--- src/rtl/ram_fifo_ctrl_pkg.sv ---
// Shared sizing for the FIFO controller and its 32x4 dual-port distributed RAM,
// so both sides of the RAM interface stay width-consistent.
package ram_fifo_ctrl_pkg;

    localparam int FIFO_DW       = 4;
    localparam int FIFO_AW       = 5;
    localparam int FIFO_DEPTH    = 32;
    localparam int FIFO_AF_LEVEL = 28;
    localparam int FIFO_AE_LEVEL = 4;

    typedef enum logic [1:0] {
        OP_IDLE = 2'b00,
        OP_POP  = 2'b01,
        OP_PUSH = 2'b10,
        OP_BOTH = 2'b11
    } fifo_op_e;

endpackage

--- src/rtl/ram_fifo_ctrl_ptr.sv ---
// Wrapping FIFO pointer: W bits, MSB is the wrap bit; increment enable,
// synchronous clear and asynchronous active-low reset.
module fifo_ptr #(
    parameter int W = 6
) (
    input  logic         clk,
    input  logic         rst_n,
    input  logic         clr,
    input  logic         inc,
    output logic [W-1:0] ptr
);

    logic [W-1:0] ptr_r;

    // Pointer register; natural binary wrap flips the MSB on every lap.
    always_ff @(posedge clk or negedge rst_n) begin
        if (!rst_n) begin
            ptr_r <= '0;
        end else if (clr) begin
            ptr_r <= '0;
        end else if (inc) begin
            ptr_r <= ptr_r + W'(1);
        end else begin
            ptr_r <= ptr_r;
        end
    end

    assign ptr = ptr_r;

endmodule

--- src/rtl/ram_fifo_ctrl.sv ---
// FIFO controller in front of a dual-port distributed RAM: port-A writes,
// port-B asynchronous reads, occupancy, flags and peak-occupancy watermark.
module ram_fifo_ctrl
    import ram_fifo_ctrl_pkg::*;
#(
    parameter int DW       = FIFO_DW,
    parameter int AW       = FIFO_AW,
    parameter int AF_LEVEL = FIFO_AF_LEVEL,
    parameter int AE_LEVEL = FIFO_AE_LEVEL
) (
    input  logic          clk,
    input  logic          rst_n,
    input  logic          flush,
    input  logic          wr_valid,
    output logic          wr_ready,
    input  logic [DW-1:0] wr_data,
    output logic          rd_valid,
    input  logic          rd_ready,
    output logic [DW-1:0] rd_data,
    output logic [AW:0]   count,
    output logic          full,
    output logic          empty,
    output logic          almost_full,
    output logic          almost_empty,
    output logic [AW:0]   peak,
    output logic          ram_we,
    output logic [AW-1:0] ram_a,
    output logic [DW-1:0] ram_di,
    output logic [AW-1:0] ram_dpra,
    input  logic [DW-1:0] ram_dpo
);

    localparam logic [AW:0] AF_THR = (AW+1)'(AF_LEVEL);
    localparam logic [AW:0] AE_THR = (AW+1)'(AE_LEVEL);

    logic [AW:0] wr_ptr_s;
    logic [AW:0] rd_ptr_s;
    logic [AW:0] count_r;
    logic [AW:0] count_nxt_s;
    logic [AW:0] peak_r;
    logic [AW:0] peak_nxt_s;
    logic        full_s;
    logic        empty_s;
    logic        push_s;
    logic        pop_s;
    fifo_op_e    op_s;

    fifo_ptr #(.W(AW+1)) u_wr_ptr (
        .clk   (clk),
        .rst_n (rst_n),
        .clr   (flush),
        .inc   (push_s),
        .ptr   (wr_ptr_s)
    );

    fifo_ptr #(.W(AW+1)) u_rd_ptr (
        .clk   (clk),
        .rst_n (rst_n),
        .clr   (flush),
        .inc   (pop_s),
        .ptr   (rd_ptr_s)
    );

    assign empty_s = (wr_ptr_s == rd_ptr_s);
    assign full_s  = (wr_ptr_s[AW-1:0] == rd_ptr_s[AW-1:0]) && (wr_ptr_s[AW] != rd_ptr_s[AW]);

    // rst_n gates the handshakes so the RAM never sees a write while reset is held.
    assign push_s = wr_valid & ~full_s  & ~flush & rst_n;
    assign pop_s  = rd_ready & ~empty_s & ~flush & rst_n;
    assign op_s   = fifo_op_e'({push_s, pop_s});

    // Next occupancy: simultaneous push and pop leave the count unchanged.
    always_comb begin
        count_nxt_s = count_r;
        if (flush) begin
            count_nxt_s = '0;
        end else begin
            case (op_s)
                OP_PUSH: count_nxt_s = count_r + (AW+1)'(1);
                OP_POP:  count_nxt_s = count_r - (AW+1)'(1);
                OP_BOTH: count_nxt_s = count_r;
                OP_IDLE: count_nxt_s = count_r;
                default: count_nxt_s = count_r;
            endcase
        end
    end

    // Watermark tracks the highest occupancy the next cycle will show.
    always_comb begin
        peak_nxt_s = peak_r;
        if (flush) begin
            peak_nxt_s = '0;
        end else if (count_nxt_s > peak_r) begin
            peak_nxt_s = count_nxt_s;
        end else begin
            peak_nxt_s = peak_r;
        end
    end

    // Occupancy and watermark registers.
    always_ff @(posedge clk or negedge rst_n) begin
        if (!rst_n) begin
            count_r <= '0;
            peak_r  <= '0;
        end else begin
            count_r <= count_nxt_s;
            peak_r  <= peak_nxt_s;
        end
    end

    assign count        = count_r;
    assign peak         = peak_r;
    assign full         = full_s;
    assign empty        = empty_s;
    assign wr_ready     = ~full_s;
    assign rd_valid     = ~empty_s;
    assign almost_full  = (count_r >= AF_THR);
    assign almost_empty = (count_r <= AE_THR);

    assign ram_we   = push_s;
    assign ram_a    = wr_ptr_s[AW-1:0];
    assign ram_di   = wr_data;
    assign ram_dpra = rd_ptr_s[AW-1:0];
    assign rd_data  = ram_dpo;

endmodule

--- config.mk ---
export PLATFORM = sky130hd
export DESIGN_NAME = ram_fifo_ctrl
export DESIGN_NICKNAME = d
export VERILOG_FILES = /design/src/rtl/ram_fifo_ctrl_pkg.sv /design/src/rtl/ram_fifo_ctrl_ptr.sv /design/src/rtl/ram_fifo_ctrl.sv
export SDC_FILE = /design/constraint.sdc
export NUM_CORES = 1
export LEC_CHECK = 0
export ABC_AREA = 1
export BUFFER_PORTS_ARGS = -buffer_cell sky130_fd_sc_hd__buf_4
export CAP_MARGIN = 30
export CORE_MARGIN = 2
export CORE_UTILIZATION = 57
export CTS_CLUSTER_DIAMETER = 120
export DETAILED_ROUTE_END_ITERATION = 10
export PLACE_DENSITY = 0.86
export SKIP_LAST_GASP = 1
export SLEW_MARGIN = 40
export SYNTH_ARGS = -nofsm -noshare
export SYNTH_HDL_FRONTEND = slang
export SYNTH_SLANG_ARGS = --single-unit
--- constraint.sdc ---
create_clock -name clk -period 5 [get_ports clk]
set_input_delay 0.5 -clock clk [delete_from_list [all_inputs] [get_ports clk]]
set_output_delay 0.5 -clock clk [all_outputs]
set_load 0.01 [all_outputs]
# After elaboration in Yosys (flattened, before gate mapping)
# Index checks and enable logic that the tools add are counted.
[totals]
ff_bits = 24
output_inout_bits = 37
wordCells = 40
[op_classes]
addsub = 4
magnitude_cmp = 3
n_eq_ne = 6
mux = 8
bitwise = 9
n_reduce_logical = 6
[op_table]
columns = ["op", "count"]
rows = [
  ["$mux W6", 7],
  ["$add A6 B1 Y6 const B", 3],
  ["$pmux W6 S3", 1],
  ["$and A1 B1 Y1", 6],
  ["$eq A6 B6 Y1", 1],
  ["$ge A6 B5 Y1 const B", 1],
  ["$gt A6 B6 Y1", 1],
  ["$le A6 B3 Y1 const B", 1],
  ["$reduce_bool A2 Y1", 3],
  ["$sub A6 B1 Y6 const B", 1],
  ["$eq A5 B5 Y1", 1],
  ["$eq A2 B2 Y1 const B", 2],
  ["$not A1 Y1", 3],
  ["$eq A2 B1 Y1 const B", 1],
  ["$logic_not A2 Y1", 1],
  ["$reduce_or A2 Y1", 1],
  ["$logic_and A1 B1 Y1", 1],
  ["$ne A1 B1 Y1", 1],
]

# Logic depth before layout (Yosys ltp)
[logic_depth]
depth_word = 13
ltp_mapped = 26

# Hierarchy
# A second synthesis with hierarchy kept.
[unflattened]
hier_cells = 231
area_unflattened_um2 = 1736.7
[by_module_without_submodules]
columns = ["mod", "n_inst", "cells_per_inst", "area_per_inst_um2"]
rows = [
  ["ram_fifo_ctrl", 1, 153, 1096.1],
  ["fifo_ptr", 2, 39, 320.3],
]

# Worst setup path after synthesis
# OpenSTA, ideal clock, no wires.
[synth_path]
path_kind = "register to register"
startpoint = "register u_rd_ptr.ptr_r[4] (netlist: u_rd_ptr.ptr[4])"
endpoint = "register peak_r[3] (netlist: peak[3])"
t_arrival_ns = 3.107
t_required_ns = 4.873
slack_ns = 1.766
stages_incl_launch_ff = 22
cell_sequence = "dfrtp_1 > buf_2 > xnor2_1 > nand4_4 > nand2_4 > ha_1 > inv_1 > fa_1 > nor2_1 > nor2_1 > nand2_1 > nand2_1 > nor2_1 > nor2_1 > ha_1 > nand2_1 > nor2_1 > nand3_1 > nand2_1 > nand2_1 > nand2_1 > o21ai_0"
[synth_between]
elab_chain_cells = 12
[synth_rtl]
columns = ["element", "line_no", "text"]
rows = [
  ["from (decl)", "ram_fifo_ctrl_ptr.sv:13", "logic [W-1:0] ptr_r;"],
  ["from (signal assigned)", "ram_fifo_ctrl_ptr.sv:22", "ptr_r <= ptr_r + W'(1);"],
  ["from (signal assigned)", "ram_fifo_ctrl_ptr.sv:24", "ptr_r <= ptr_r;"],
  ["$eq A5 B5 Y1 *", "ram_fifo_ctrl.sv:65", "assign full_s = (wr_ptr_s[AW-1:0] == rd_ptr_s[AW-1:0]) && (wr_ptr_s[AW] != rd_ptr_s[AW]);"],
  ["$logic_and A1 B1 Y1 *", "ram_fifo_ctrl.sv:65", ""],
  ["$not A1 Y1 *", "--", ""],
  ["named net wr_ready", "ram_fifo_ctrl.sv:15", "output logic wr_ready,"],
  ["$and A1 B1 Y1 * (3 in a row)", "ram_fifo_ctrl.sv:68", "assign push_s = wr_valid & ~full_s & ~flush & rst_n;"],
  ["$eq A2 B2 Y1 or $logic_not A2 Y1 (tied branches)", "ram_fifo_ctrl.sv:78", "case (op_s)"],
  ["$reduce_or A2 Y1 (no source line)", "--", ""],
  ["$pmux W6 S3 *", "ram_fifo_ctrl.sv:78", ""],
  ["$mux W6 *", "ram_fifo_ctrl.sv:75", "if (flush) begin"],
  ["named net count_nxt_s[4]", "ram_fifo_ctrl.sv:39", "logic [AW:0] count_nxt_s;"],
  ["$gt A6 B6 Y1 *", "ram_fifo_ctrl.sv:93", "end else if (count_nxt_s > peak_r) begin"],
  ["$reduce_bool A2 Y1 (no source line) *", "--", ""],
  ["to (signal assigned)", "ram_fifo_ctrl.sv:107", "peak_r <= peak_nxt_s;"],
  ["to (decl)", "ram_fifo_ctrl.sv:40", "logic [AW:0] peak_r;"],
]
# Mark *: on every way through the listed nets, which the timed path passes. The rest lies on a longest branch. The select of a mux whose other input is x is not followed.
# A chain may end at the register's enable or synchronous reset.

# Final worst setup path
[layout_path]
startpoint = "input flush"
endpoint = "register peak_r[5] (netlist: peak[5])"
[layout_between]
elab_chain_cells = 9
[layout_rtl]
columns = ["element", "line_no", "text"]
rows = [
  ["from (decl)", "ram_fifo_ctrl.sv:13", "input logic flush,"],
  ["$not A1 Y1", "ram_fifo_ctrl.sv:68, ram_fifo_ctrl.sv:69", ""],
  ["$and A1 B1 Y1, on equally long branches (2 in a row)", "ram_fifo_ctrl.sv:69, ram_fifo_ctrl.sv:68", ""],
  ["$eq A2 B2 Y1 or $logic_not A2 Y1 (tied branches)", "ram_fifo_ctrl.sv:78", ""],
  ["$reduce_or A2 Y1 (no source line)", "--", ""],
  ["$pmux W6 S3", "ram_fifo_ctrl.sv:78", ""],
  ["$mux W6 *", "ram_fifo_ctrl.sv:75", ""],
  ["named net count_nxt_s[4]", "ram_fifo_ctrl.sv:39", ""],
  ["$gt A6 B6 Y1 *", "ram_fifo_ctrl.sv:93", ""],
  ["$reduce_bool A2 Y1 (no source line) *", "--", ""],
]
# Marks and branches as above.

==> impl_metrics.env <==
export IMPL_avgSynthCellArea_um2=7.36
export IMPL_multi_input_area_um2=950
export IMPL_insertedDiodeCount=0
export IMPL_gp_congestion=0.879
export IMPL_dp_cells=306
export IMPL_fin_ws_ps=1210
export IMPL_wire_per_inst_um=12.5
export IMPL_die_y_um=60.9
export IMPL_root_buffer="clkbuf_4"
export IMPL_start_util_pct=60.0
export IMPL_utilization_pct=66.5
export IMPL_required_ps=5230
export IMPL_cts_repair_resized=0
export IMPL_fin_cells=310
export IMPL_dp_hpwl_um=2950
export IMPL_path_clk_slew_ps=130
export IMPL_regArea_um2=601
export IMPL_cap_violations=0
export IMPL_setup_viol=0
export IMPL_ys_flop_type="dfrtp_1"
export IMPL_synthArstFlopShare_pct=100
export IMPL_grt_pass1_vias=1382
export IMPL_clk_latency_ps=330
export IMPL_cp_end_kind="register"
export IMPL_cts_max_level=1
export IMPL_worstMarginPinSlew_ps=502
export IMPL_synth_top_cell_area_share_pct=32.5
export IMPL_synth_edff_count=0
export IMPL_die_w_um=60.9
export IMPL_hold_viol_final=0
export IMPL_cts_hold_buf=0
export IMPL_p_per_area_nw_per_um2=249
export IMPL_clock_sinks=24
export IMPL_finalWirelength_um=3860
export IMPL_vias=1593
export IMPL_num_rows=20
export IMPL_finalPower_mw=0.510
export IMPL_ys_top_cells_by_count="nand2_1 (67), inv_1 (34), nand3_1 (33)"
export IMPL_drt_pass1_iter_count=4
export IMPL_synth_area_um2=1850
export IMPL_cts_buffers=3
export IMPL_r2r_slack_ps=1230
export IMPL_grt_usage_pct=23.1
export IMPL_status="finished, final reports clean"
export IMPL_synth_most_common_cell="nand2_1"
export IMPL_power_leakage_nw=1.17
export IMPL_skew_ps=6.92
export IMPL_clockBufferDepth=2
export IMPL_synth_cells=251
export IMPL_path_class="in -> reg"
export IMPL_setup_tns_ps=0
export IMPL_io_buffer_count=33
export IMPL_rsz0062_at_grt="no"
export IMPL_vias_per_cell=5.14
export IMPL_drv_slew=0
export IMPL_core_um2=3080
export IMPL_cts_setup_buffers=0
export IMPL_antenna_left=0
export IMPL_gr_total_overflow=0
export IMPL_critPathMaxFanout=22
export IMPL_grt_start_max_net_pins=26
export IMPL_met1Wirelength_um=1830
export IMPL_worstHoldPathType="in -> async"
export IMPL_yosys_area_top_type="dfrtp_1"
export IMPL_cts_tree="yes"
export IMPL_dpl_cell_area_um2=1990
export IMPL_die_area_um2=3710
export IMPL_wl_met3_um=205
export IMPL_slew_headroom_pct=66.4
export IMPL_io_pins=50
export IMPL_fin_hold_ws_ps=50.9
export IMPL_grt_pass1_wl_um=6300
export IMPL_nets=294
export IMPL_fillCellCount=260
export IMPL_fmaxAchievable_mhz=264
export IMPL_drtIter0Drc=114
export IMPL_syn_to_final_growth_pct=10.8
export IMPL_post_route_cell_area_um2=2050
export IMPL_startpoint_type="primary input"
export IMPL_critPathArrivalTime_ps=4020
export IMPL_top_layer="met4"
export IMPL_wl_met2_um=1790
export IMPL_ys_ff_latch=24
export IMPL_period_minus_slack_ps=3790
export IMPL_antenna_found_initial=0
export IMPL_min_period_over_period_pct=75.8
export IMPL_synth_nets=278
export IMPL_ys_top_cells_by_area="dfrtp_1 (33%), nand2_1 (14%), nand3_1 (8.9%), ha_1 (8.8%), buf_4 (7.3%)"
export IMPL_dp_slack_ps=923
export IMPL_layout_drive_gt1_share_pct=17.7
export IMPL_netlist_cell_type_count=29
export IMPL_ys_seq_area_share_pct=32.5
export IMPL_peakVddDrop_uv=152
export IMPL_synth_warnings=0
export IMPL_drc=0
## worst max-delay path: stages
cell and delay, ps:
buf_4 130, inv_2 270, nand2_1 120, nor2_1 410, nand2_4 150, ha_1 310, ha_1 380, nand2_1 90
nor2_1 40, nor2_1 150, nand2_1 70, nand2_1 60, nor2_1 40, nor2_1 200, ha_1 290, nand2_1 80
nor2_1 60, nand2_1 60, nand3_1 60, nand2_1 140, nand2_1 200, nand3_1 140, nand2_1 70
## power breakdown
| part | internal [mW] | leakage, nW | switching (mW) |
|---|---|---|---|
| registers | 0.207 | 0.329 | 0.0134 |
| logic | 0.0573 | 0.812 | 0.0875 |
| clock network | 0.0812 | 0.0279 | 0.0632 |
| total | 0.346 | 1.17 | 0.164 |
## worst paths after layout
kind / startpoint / end / cells after the start
worst max-delay path: flush / peak[5]$_DFFE_PN0P_ / 23
worst min-delay path: rst_n / peak[2]$_DFFE_PN0P_ / 1
worst max register to register: u_wr_ptr.ptr[3]$_DFFE_PN0P_ / peak[5]$_DFFE_PN0P_ / 23
worst min register to register: peak[3]$_DFFE_PN0P_ / peak[3]$_DFFE_PN0P_ / 2
max in group asynchronous: rst_n / u_wr_ptr.ptr[1]$_DFFE_PN0P_ / 1
min in group clk: flush / count[0]$_DFF_PN0_ / 2
## metal layers
layer  up-vias  global-route usage, %
li1        804                      -
met1       750                   32.2
met2        35                   37.0
met3         4                   5.12
met4         0                   4.97
met5         -                      0
## cells in the final DEF, fill, tap and decap left out
cell type | netlist | final
nand2_1 | 67 | 67
inv_1 | 34 | 34
nand3_1 | 33 | 33
buf_4 | 18 | 33
dfrtp_1 | 24 | 24
nor2_1 | 15 | 15
ha_1 | 13 | 13
xor2_1 | 7 | 7
o21ai_0 | 7 | 7
a21oi_1 | 6 | 6
xnor2_1 | 4 | 4
clkbuf_4 | 0 | 3
nand2_2 | 2 | 2
nand2_4 | 2 | 2
nand4_1 | 2 | 2
nor2_2 | 1 | 1
nor2_4 | 1 | 1
nand3_2 | 1 | 1
inv_2 | 1 | 1
inv_4 | 1 | 1
nand4_4 | 1 | 1
clkinv_1 | 1 | 1
nor3_1 | 1 | 1
a2111oi_0 | 1 | 1
nand3b_1 | 1 | 1
o21bai_1 | 1 | 1
nor3b_1 | 1 | 1
fa_1 | 1 | 1
bufinv_16 | 0 | 1
## registers in the layout, indices dropped and copies added (netlist names)
register,cells
u_rd_ptr.ptr,6
peak,6
count,6
u_wr_ptr.ptr,6
## cell families after synthesis
| kind of cell | Yosys count | share of synthesized area [%] |
|---|---|---|
| xor gates and xnor gates | 11 | 5.22 |
| and+or+nand+nor | 128 | 31.9 |
| adders and majority gates | 14 | 9.89 |
| DFF | 24 | 32.5 |
| AOI/OAI and AO/OA | 15 | 4.40 |
| buffers and inverters | 59 | 16.1 |
## cell type report
class / count / share of cell area (%)
Multi-Input combinational cell: 168 / 46.4
Sequential cell: 24 / 29.3
Timing Repair Buffer: 33 / 12.1
Inverter: 37 / 6.91
Tap cell: 44 / 2.69
Clock inverter: 1 / 1.47
Clock buffer: 3 / 1.10
Power figures use the tool's default switching activity.
